===== src/rtl/inst_fetch_responder_if.sv =====
// Bundle between the control unit, the fetch responder and the instruction memory.
// The slave modport is the responder's view; master is the driver side (control unit + memory).
interface inst_fetch_responder_if #(
    parameter int AW = 8,
    parameter int IW = 16
);
    logic          fetch_req_i;
    logic [AW-1:0] pc_i;
    logic          flush_i;
    logic          inst_ack_o;
    logic [IW-1:0] inst_o;
    logic [2:0]    op_o;
    logic [2:0]    func_o;
    logic          fault_o;
    logic          busy_o;
    logic          mem_rd_o;
    logic [AW-1:0] mem_addr_o;
    logic [IW-1:0] mem_rdata_i;
    logic          mem_valid_i;

    modport slave (
        input  fetch_req_i, pc_i, flush_i, mem_rdata_i, mem_valid_i,
        output inst_ack_o, inst_o, op_o, func_o, fault_o, busy_o, mem_rd_o, mem_addr_o
    );

    modport master (
        output fetch_req_i, pc_i, flush_i, mem_rdata_i, mem_valid_i,
        input  inst_ack_o, inst_o, op_o, func_o, fault_o, busy_o, mem_rd_o, mem_addr_o
    );
endinterface


===== src/rtl/inst_fetch_responder.sv =====
// Instruction fetch responder: latches the PC, issues one memory read, waits for data
// (with flush drain and timeout fault) and acknowledges the control unit with a one-cycle pulse.
module inst_fetch_responder #(
    parameter int AW      = 8,
    parameter int IW      = 16,
    parameter int TIMEOUT = 15
) (
    input logic                   clk,
    input logic                   rst,
    inst_fetch_responder_if.slave bus
);

    typedef enum logic [2:0] {
        S_IDLE,
        S_REQ,
        S_WAIT,
        S_ACK,
        S_DRAIN
    } state_t;

    localparam logic [7:0] TO = 8'(TIMEOUT);

    state_t        r_state;
    logic [7:0]    r_cnt;
    logic [AW-1:0] r_memAddr;
    logic          r_memRd;
    logic [IW-1:0] r_inst;
    logic [2:0]    r_op;
    logic [2:0]    r_func;
    logic          r_ack;
    logic          r_fault;
    logic          r_busy;
    logic [7:0]    w_cntNext;

    assign w_cntNext = r_cnt + 8'd1;

    // Counter measures cycles since the strobe; timeout fires when the cycle being left reaches TIMEOUT.
    always_ff @(posedge clk or posedge rst) begin
        if (rst) begin
            r_state   <= S_IDLE;
            r_cnt     <= 8'd0;
            r_memAddr <= '0;
            r_memRd   <= 1'b0;
            r_inst    <= '0;
            r_op      <= 3'd0;
            r_func    <= 3'd0;
            r_ack     <= 1'b0;
            r_fault   <= 1'b0;
            r_busy    <= 1'b0;
        end else begin
            r_memRd <= 1'b0;
            r_ack   <= 1'b0;
            case (r_state)
                S_IDLE: begin
                    if (bus.fetch_req_i) begin
                        r_memAddr <= bus.pc_i;
                        r_memRd   <= 1'b1;
                        r_busy    <= 1'b1;
                        r_state   <= S_REQ;
                    end
                end
                S_REQ: begin
                    r_cnt   <= 8'd0;
                    r_state <= bus.flush_i ? S_DRAIN : S_WAIT;
                end
                S_WAIT: begin
                    r_cnt <= w_cntNext;
                    // A flush in the same cycle as the data beats the data.
                    if (bus.mem_valid_i && bus.flush_i) begin
                        r_busy  <= 1'b0;
                        r_state <= S_IDLE;
                    end else if (bus.mem_valid_i) begin
                        r_inst  <= bus.mem_rdata_i;
                        r_op    <= bus.mem_rdata_i[IW-1:IW-3];
                        r_func  <= bus.mem_rdata_i[2:0];
                        r_fault <= 1'b0;
                        r_ack   <= 1'b1;
                        r_state <= S_ACK;
                    end else if (bus.flush_i) begin
                        r_state <= S_DRAIN;
                    end else if (w_cntNext >= TO) begin
                        r_inst  <= '0;
                        r_op    <= 3'd0;
                        r_func  <= 3'd0;
                        r_fault <= 1'b1;
                        r_ack   <= 1'b1;
                        r_state <= S_ACK;
                    end
                end
                S_ACK: begin
                    r_fault <= 1'b0;
                    r_busy  <= 1'b0;
                    r_state <= S_IDLE;
                end
                S_DRAIN: begin
                    r_cnt <= w_cntNext;
                    if (bus.mem_valid_i || (w_cntNext >= TO)) begin
                        r_busy  <= 1'b0;
                        r_state <= S_IDLE;
                    end
                end
                default: begin
                    r_busy  <= 1'b0;
                    r_state <= S_IDLE;
                end
            endcase
        end
    end

    assign bus.inst_ack_o = r_ack;
    assign bus.inst_o     = r_inst;
    assign bus.op_o       = r_op;
    assign bus.func_o     = r_func;
    assign bus.fault_o    = r_fault;
    assign bus.busy_o     = r_busy;
    assign bus.mem_rd_o   = r_memRd;
    assign bus.mem_addr_o = r_memAddr;

endmodule


===== src/flat_wrapper.sv =====
// flat-port wrapper written by rule: the top's interface ports become plain ports
module inst_fetch_responder_flat 
#(
    parameter int AW      = 8,
    parameter int IW      = 16,
    parameter int TIMEOUT = 15
)
  (clk, rst, bus_fetch_req_i, bus_pc_i, bus_flush_i, bus_mem_rdata_i, bus_mem_valid_i, bus_inst_ack_o, bus_inst_o, bus_op_o, bus_func_o, bus_fault_o, bus_busy_o, bus_mem_rd_o, bus_mem_addr_o);
  inst_fetch_responder_if #(.AW(AW), .IW(IW)) bus_i ();
  input logic clk;
  input logic rst;
  input wire logic [$bits(bus_i.fetch_req_i)-1:0] bus_fetch_req_i;
  input wire logic [$bits(bus_i.pc_i)-1:0] bus_pc_i;
  input wire logic [$bits(bus_i.flush_i)-1:0] bus_flush_i;
  input wire logic [$bits(bus_i.mem_rdata_i)-1:0] bus_mem_rdata_i;
  input wire logic [$bits(bus_i.mem_valid_i)-1:0] bus_mem_valid_i;
  output wire logic [$bits(bus_i.inst_ack_o)-1:0] bus_inst_ack_o;
  output wire logic [$bits(bus_i.inst_o)-1:0] bus_inst_o;
  output wire logic [$bits(bus_i.op_o)-1:0] bus_op_o;
  output wire logic [$bits(bus_i.func_o)-1:0] bus_func_o;
  output wire logic [$bits(bus_i.fault_o)-1:0] bus_fault_o;
  output wire logic [$bits(bus_i.busy_o)-1:0] bus_busy_o;
  output wire logic [$bits(bus_i.mem_rd_o)-1:0] bus_mem_rd_o;
  output wire logic [$bits(bus_i.mem_addr_o)-1:0] bus_mem_addr_o;
  assign bus_i.fetch_req_i = bus_fetch_req_i;
  assign bus_i.pc_i = bus_pc_i;
  assign bus_i.flush_i = bus_flush_i;
  assign bus_i.mem_rdata_i = bus_mem_rdata_i;
  assign bus_i.mem_valid_i = bus_mem_valid_i;
  assign bus_inst_ack_o = bus_i.inst_ack_o;
  assign bus_inst_o = bus_i.inst_o;
  assign bus_op_o = bus_i.op_o;
  assign bus_func_o = bus_i.func_o;
  assign bus_fault_o = bus_i.fault_o;
  assign bus_busy_o = bus_i.busy_o;
  assign bus_mem_rd_o = bus_i.mem_rd_o;
  assign bus_mem_addr_o = bus_i.mem_addr_o;
  inst_fetch_responder #(.AW(AW), .IW(IW), .TIMEOUT(TIMEOUT)) u_core (.clk(clk), .rst(rst), .bus(bus_i));
endmodule

===== config.mk =====
export PLATFORM = sky130hd
export DESIGN_NAME = inst_fetch_responder_flat
export DESIGN_NICKNAME = d
export VERILOG_FILES = /design/src/rtl/inst_fetch_responder_if.sv /design/src/rtl/inst_fetch_responder.sv /design/src/flat_wrapper.sv
export SDC_FILE = /design/constraint.sdc
export NUM_CORES = 1
export LEC_CHECK = 0
export CAP_MARGIN = 20
export CORE_UTILIZATION = 42
export DETAILED_ROUTE_END_ITERATION = 6
export PLACE_DENSITY = 0.74
export SLEW_MARGIN = 15
export SYNTH_ARGS = -nofsm -noshare
export SYNTH_HDL_FRONTEND = slang
export SYNTH_SLANG_ARGS = --single-unit
export TNS_END_PERCENT = 5

===== constraint.sdc =====
create_clock -name clk -period 2.1 [get_ports clk]
set_input_delay 0.525 -clock clk [delete_from_list [all_inputs] [get_ports clk]]
set_output_delay 0.525 -clock clk [all_outputs]
set_load 0.02 [all_outputs]

Yosys cells after proc, flatten, opt, wreduce, memory -nomap -nowiden
Cells that the tools add are included.
Widths: inputs -> output; s select.

word-level totals
  register bits = 45
  input port bits = 29
  output and inout port bits = 34

cells by class
  $add $sub $neg = 1
  magnitude comparators = 1
  equal/unequal tests = 12
  muxes and demuxes = 32
  bitwise logic cells = 2
  reductions and logical operators = 12

operators with widths
  operator             number
  $mux 16              3
  $mux 3               11
  $pmux 8 s2           1
  $mux 1               14
  $pmux 3 s4           1
  $reduce_and 4->1     3
  $add 8x1->8 const B  1
  $ge 8x4->1 const B   1
  $eq 3x2->1 const B   2
  $ne 2x1->1 const B   3
  $reduce_bool 2->1    3
  $ne 5x3->1 const B   1
  $ne 2x2->1 const B   2
  $pmux 1 s4           1
  $eq 3x1->1 const B   1
  $eq 3x3->1 const B   1
  $logic_not 3->1      1
  $ne 3x2->1 const B   1
  $ne 3x3->1 const B   1
  $reduce_and 3->1     1
  $not 1->1            2
  $pmux 1 s2           1
  $reduce_and 2->1     1
  $reduce_or 2->1      1
  other kinds (2)      2

Depth between registers and ports, before layout
  depth after elaboration = 7
  mapped depth = 10
  depth with buffers taken out = 7

Least setup slack after synthesis
Ideal clock, no wire load.

  path type = register -> register
  from = register u_core.r_cnt[1]
  to = register u_core.r_inst[0] (netlist: u_core.bus.inst_o[0])
  arrival = 1930 ps
  slack = 49 ps
  cell stages (with the launch flop) = 9
  buffers on the path = 2
  clock period less this slack = 2051 ps
  path through = dfrtp_1 ha_1 nand4_2 or2_4 xor2_1 a21bo_1 buf_6 buf_8 a22o_1

between the ends
  word-level cells in the longest chain between the ends = 4

ends and longest elaborated chain
  item                         RTL line                    source
  start: declaration           inst_fetch_responder.sv:24  logic [7:0] r_cnt;
  start signal: assignment     inst_fetch_responder.sv:67  r_cnt <= w_cntNext;
  start signal: assignment     inst_fetch_responder.sv:96  r_cnt <= w_cntNext;
  $add 8x1->8                  inst_fetch_responder.sv:35  assign w_cntNext = r_cnt + 8'd1;
  $ge 8x4->1                   inst_fetch_responder.sv:81  end else if (w_cntNext >= TO) begin
  $reduce_bool 2->1 (no line)  -
  $reduce_and 4->1 (no line)   -
  end signal: assignment       inst_fetch_responder.sv:73  r_inst <= bus.mem_rdata_i;
  end: declaration             inst_fetch_responder.sv:27  logic [IW-1:0] r_inst;

Every way passes these cells.
A chain may end at the register's enable or synchronous reset.

Worst setup path after layout
  from = register u_core.r_cnt[3]
  to = register u_core.r_inst[12] (netlist: u_core.bus.inst_o[12])

The elaborated chain is that of the path after synthesis.

==> metrics.txt <==
status complete, but fails checks; violated checks design-rule violations; vias in the first global route 1603; Min-Delay Path Class flop to flop; Worst Path Required around 2.3 ns; post-CTS setup buffer count 0; Critical Path AT 2.04 ns; Worst Hold Launch u_core.bus.inst_o[10]$_DFFE_PP0P_; largest net degree at the start of global routing 40; Pins Over Slew Limit 0; first-pass GRT wire length 7960 um; CTS buffer count 5; Compound-Gate Fraction of Synth Area 0.228; Setup WS pre-CTS between 0.03 and 0.04 ns; Peak supply drop approximately 0.7 mV; CP Launch Type flop; post-layout minimum cycle time between 1.5 and 2 ns; cts hold-fix bufs 0; via count ~1700; Post-Syn Instances about 200; clk sink count 39; Iter 0 DRT Violations 96; RD Place Congestion roughly 0.84; Post-synth EDFFs 0; Final period util 0.887; Nets ~300; TritonCTS clock tree yes; synthesized area between 2000 and 2500 um^2; clock latency on the worst-skew pair around 0.29 ns; CP Class flop to flop; row cnt 24; Synth warnings 0; initial antenna violation count 0; Setup crit end kind flop; placed insts 311; Clock Skew between 0.002 and 0.003 ns; ys flop type dfrtp_1; Diodes inserted 0; setup TNS 0 ns; worst setup path startpoint u_core.r_cnt[3]$_DFFE_PP0P_; Reg-to-Reg Start u_core.r_cnt[3]$_DFFE_PP0P_; final setup vio count 0; total core area 4470 um^2; Synth async-reset ratio 1.00; Post-Synth Adder-Cell Area 0.0124; register area share after synthesis 0.484; DPL Wire Length 3340 um; Die Span Y 71.3 um; WL final between 4000 and 5000 um; post-route non-filler standard cell count about 320; # fillers 360; MaxCap Viol Count 0; Slowest cell on crit path dfrtp_1; fin worst setup slack about 0.24 ns; Fmax achieved 537 MHz; RSZ-0062 raised after global routing false; Crit path buffers/inverters 1; Synth Area per Inst approximately 10 um^2; relative slew slack 0.612; largest family of logic cells by synthesized area compound AO/OA/AOI/OAI gates; Crit path max-delay family flip-flops; CP cell instances nand4_2 > or2_4 > xor2_1 > a21bo_1 > buf_12 > a22o_1; Hold Slack around 0.48 ns; CP peak stage delay a little under 0.6 ns; post-CTS sizing 0; Longest Clk Path Bufs 2; Worst-Margin Slew 0.580 ns; post-synthesis cell type count between 40 and 50; fraction of layout cells with a size suffix above 1 0.120; gr usage total 0.202; Post-Syn Nets about 230; Synth Area in Simple Gates 0.130; DR WL/cell between 10 and 15 um; Worst-path clk slew around 0.070 ns; CTS H-tree lvls 2; mux share of post-synthesis cell area 0.0497; io pins 63; LEAKAGE about 1.2 nW; final hold vios 0; Port-buffer cells a little over 60; Layout area overhead 40.5%; die span in x 71.3 um; Remaining Overflow, GRT 0; crit path max fanout 18; Post-Synth XOR/XNOR Area 0.0130; Power Dens Cells about 1400 nW/um^2; starting density of the core 0.451; drt via density about 5.4; DRC viols 9; die footprint around 5100 um^2; CTS root buf clkbuf_8; synthesized flop and latch total 39; Final ANT Viol Nets 0; First-pass DRT Iterations 6
==> synthesized netlist by cell type, types with 2 or more instances <==
library cell / count / area (um^2)
a211oi_1: 3 / 22.5
a21oi_1: 13 / 65.1
a22o_1: 15 / 131
a31oi_1: 5 / 31.3
and2_1: 2 / 12.5
buf_2: 5 / 25.0
buf_4: 8 / 60.1
clkbuf_1: 7 / 26.3
dfrtp_1: 39 / 976
ha_1: 2 / 25.0
inv_1: 5 / 18.8
inv_2: 2 / 7.51
mux2_1: 8 / 90.1
nand2_1: 19 / 71.3
nand3_1: 2 / 10.0
nor2_1: 13 / 48.8
nor2b_1: 2 / 12.5
nor3_1: 2 / 10.0
o21ai_0: 6 / 30.0
o21ai_1: 3 / 15.0
o221ai_1: 2 / 17.5
o22a_1: 2 / 17.5
o22ai_1: 7 / 43.8
o2bb2ai_1: 2 / 17.5
or2_1: 2 / 12.5
xnor2_1: 2 / 17.5
==> logic make-up after synthesis <==
logic type | after synthesis
compound gates | 66
xor+xnor | 3
fa+ha+maj | 2
buf+inv | 30
flops | 39
mux | 9
simple gates | 52
==> worst reg2reg max path: cells and delay by family, from the launching register on <==
kind | cells | cell delay [ns]
xor+xnor | 1 | 0.16
simple gates | 2 | 0.43
buf+inv | 1 | 0.15
flops | 1 | 0.58
compound gates | 2 | 0.43
==> worst paths after layout <==
path / endpoint / slack (ns) / cells past startpoint
max in group asynchronous: u_core.r_state[0]$_DFFE_PP0P_ / 1.11 / 3
max: u_core.bus.inst_o[12]$_DFFE_PP0P_ / 0.24 / 6
min: u_core.bus.inst_o[10]$_DFFE_PP0P_ / 0.48 / 1
min reg2reg: u_core.bus.inst_o[10]$_DFFE_PP0P_ / 0.48 / 1
min in group asynchronous: u_core.bus.inst_o[13]$_DFFE_PP0P_ / 0.67 / 3
max reg2reg: u_core.bus.inst_o[12]$_DFFE_PP0P_ / 0.24 / 6
==> final cells by class <==
class,count,area [um^2],share of cell area
Sequential cell,39,976,0.345
Inverter,7,26.3,0.00928
Timing Repair Buffer,81,776,0.274
Clock inverter,2,35.0,0.0124
Tap cell,52,65.1,0.0230
Clock buffer,6,82.6,0.0292
Multi-Input combinational cell,132,872,0.308
==> routing by layer <==
layer,routed length [um],up-vias,track usage
li1,-,850,-
met1,2210,800,0.283
met2,2030,63,0.304
met3,366,9,0.0506
met4,81,0,0.0778
met5,0,-,0
==> state kept, by name, summed over array words and instances (netlist names) <==
signal / count
u_core.bus.mem_rd_o: 1
u_core.r_state: 3
u_core.r_cnt: 8
u_core.bus.inst_ack_o: 1
u_core.bus.busy_o: 1
u_core.bus.inst_o: 16
u_core.bus.fault_o: 1
u_core.bus.mem_addr_o: 8
==> power by group <==
group	switching (mW)	internal [mW]	total, mW
Combinational	1.12	1.03	2.15
Sequential	0.169	1.04	1.21
Clock	0.258	0.384	0.643
==> placed cells by master (no fill, tap or decap), types with 2 or more instances in the layout <==
| cell | n |
|---|---|
| clkdlybuf4s50_1 | 62 |
| dfrtp_1 | 39 |
| nand2_1 | 19 |
| buf_4 | 18 |
| a22o_1 | 15 |
| nor2_1 | 13 |
| a21oi_1 | 13 |
| mux2_1 | 8 |
| o22ai_1 | 7 |
| o21ai_0 | 6 |
| clkbuf_8 | 6 |
| inv_1 | 5 |
| a31oi_1 | 5 |
| a211oi_1 | 3 |
| o21ai_1 | 3 |
| xnor2_1 | 2 |
| o2bb2ai_1 | 2 |
| nor3_1 | 2 |
| or2_1 | 2 |
| nor2b_1 | 2 |
| inv_2 | 2 |
| and2_1 | 2 |
| nand3_1 | 2 |
| o221ai_1 | 2 |
| o22a_1 | 2 |
| ha_1 | 2 |
==> stage by stage <==
step / util / cell area, um^2 / power [mW]
after detailed placement: 0.607 / 2720 / 3.38
after global routing: 0.633 / 2830 / 4.28
after global placement: 0.607 / 2720 / 3.35
after CTS: 0.633 / 2830 / 4.03
final: 0.633 / 2830 / 4.00
after floorplan: - / 2020 / 2.52
Power figures use the tool's default switching activity.
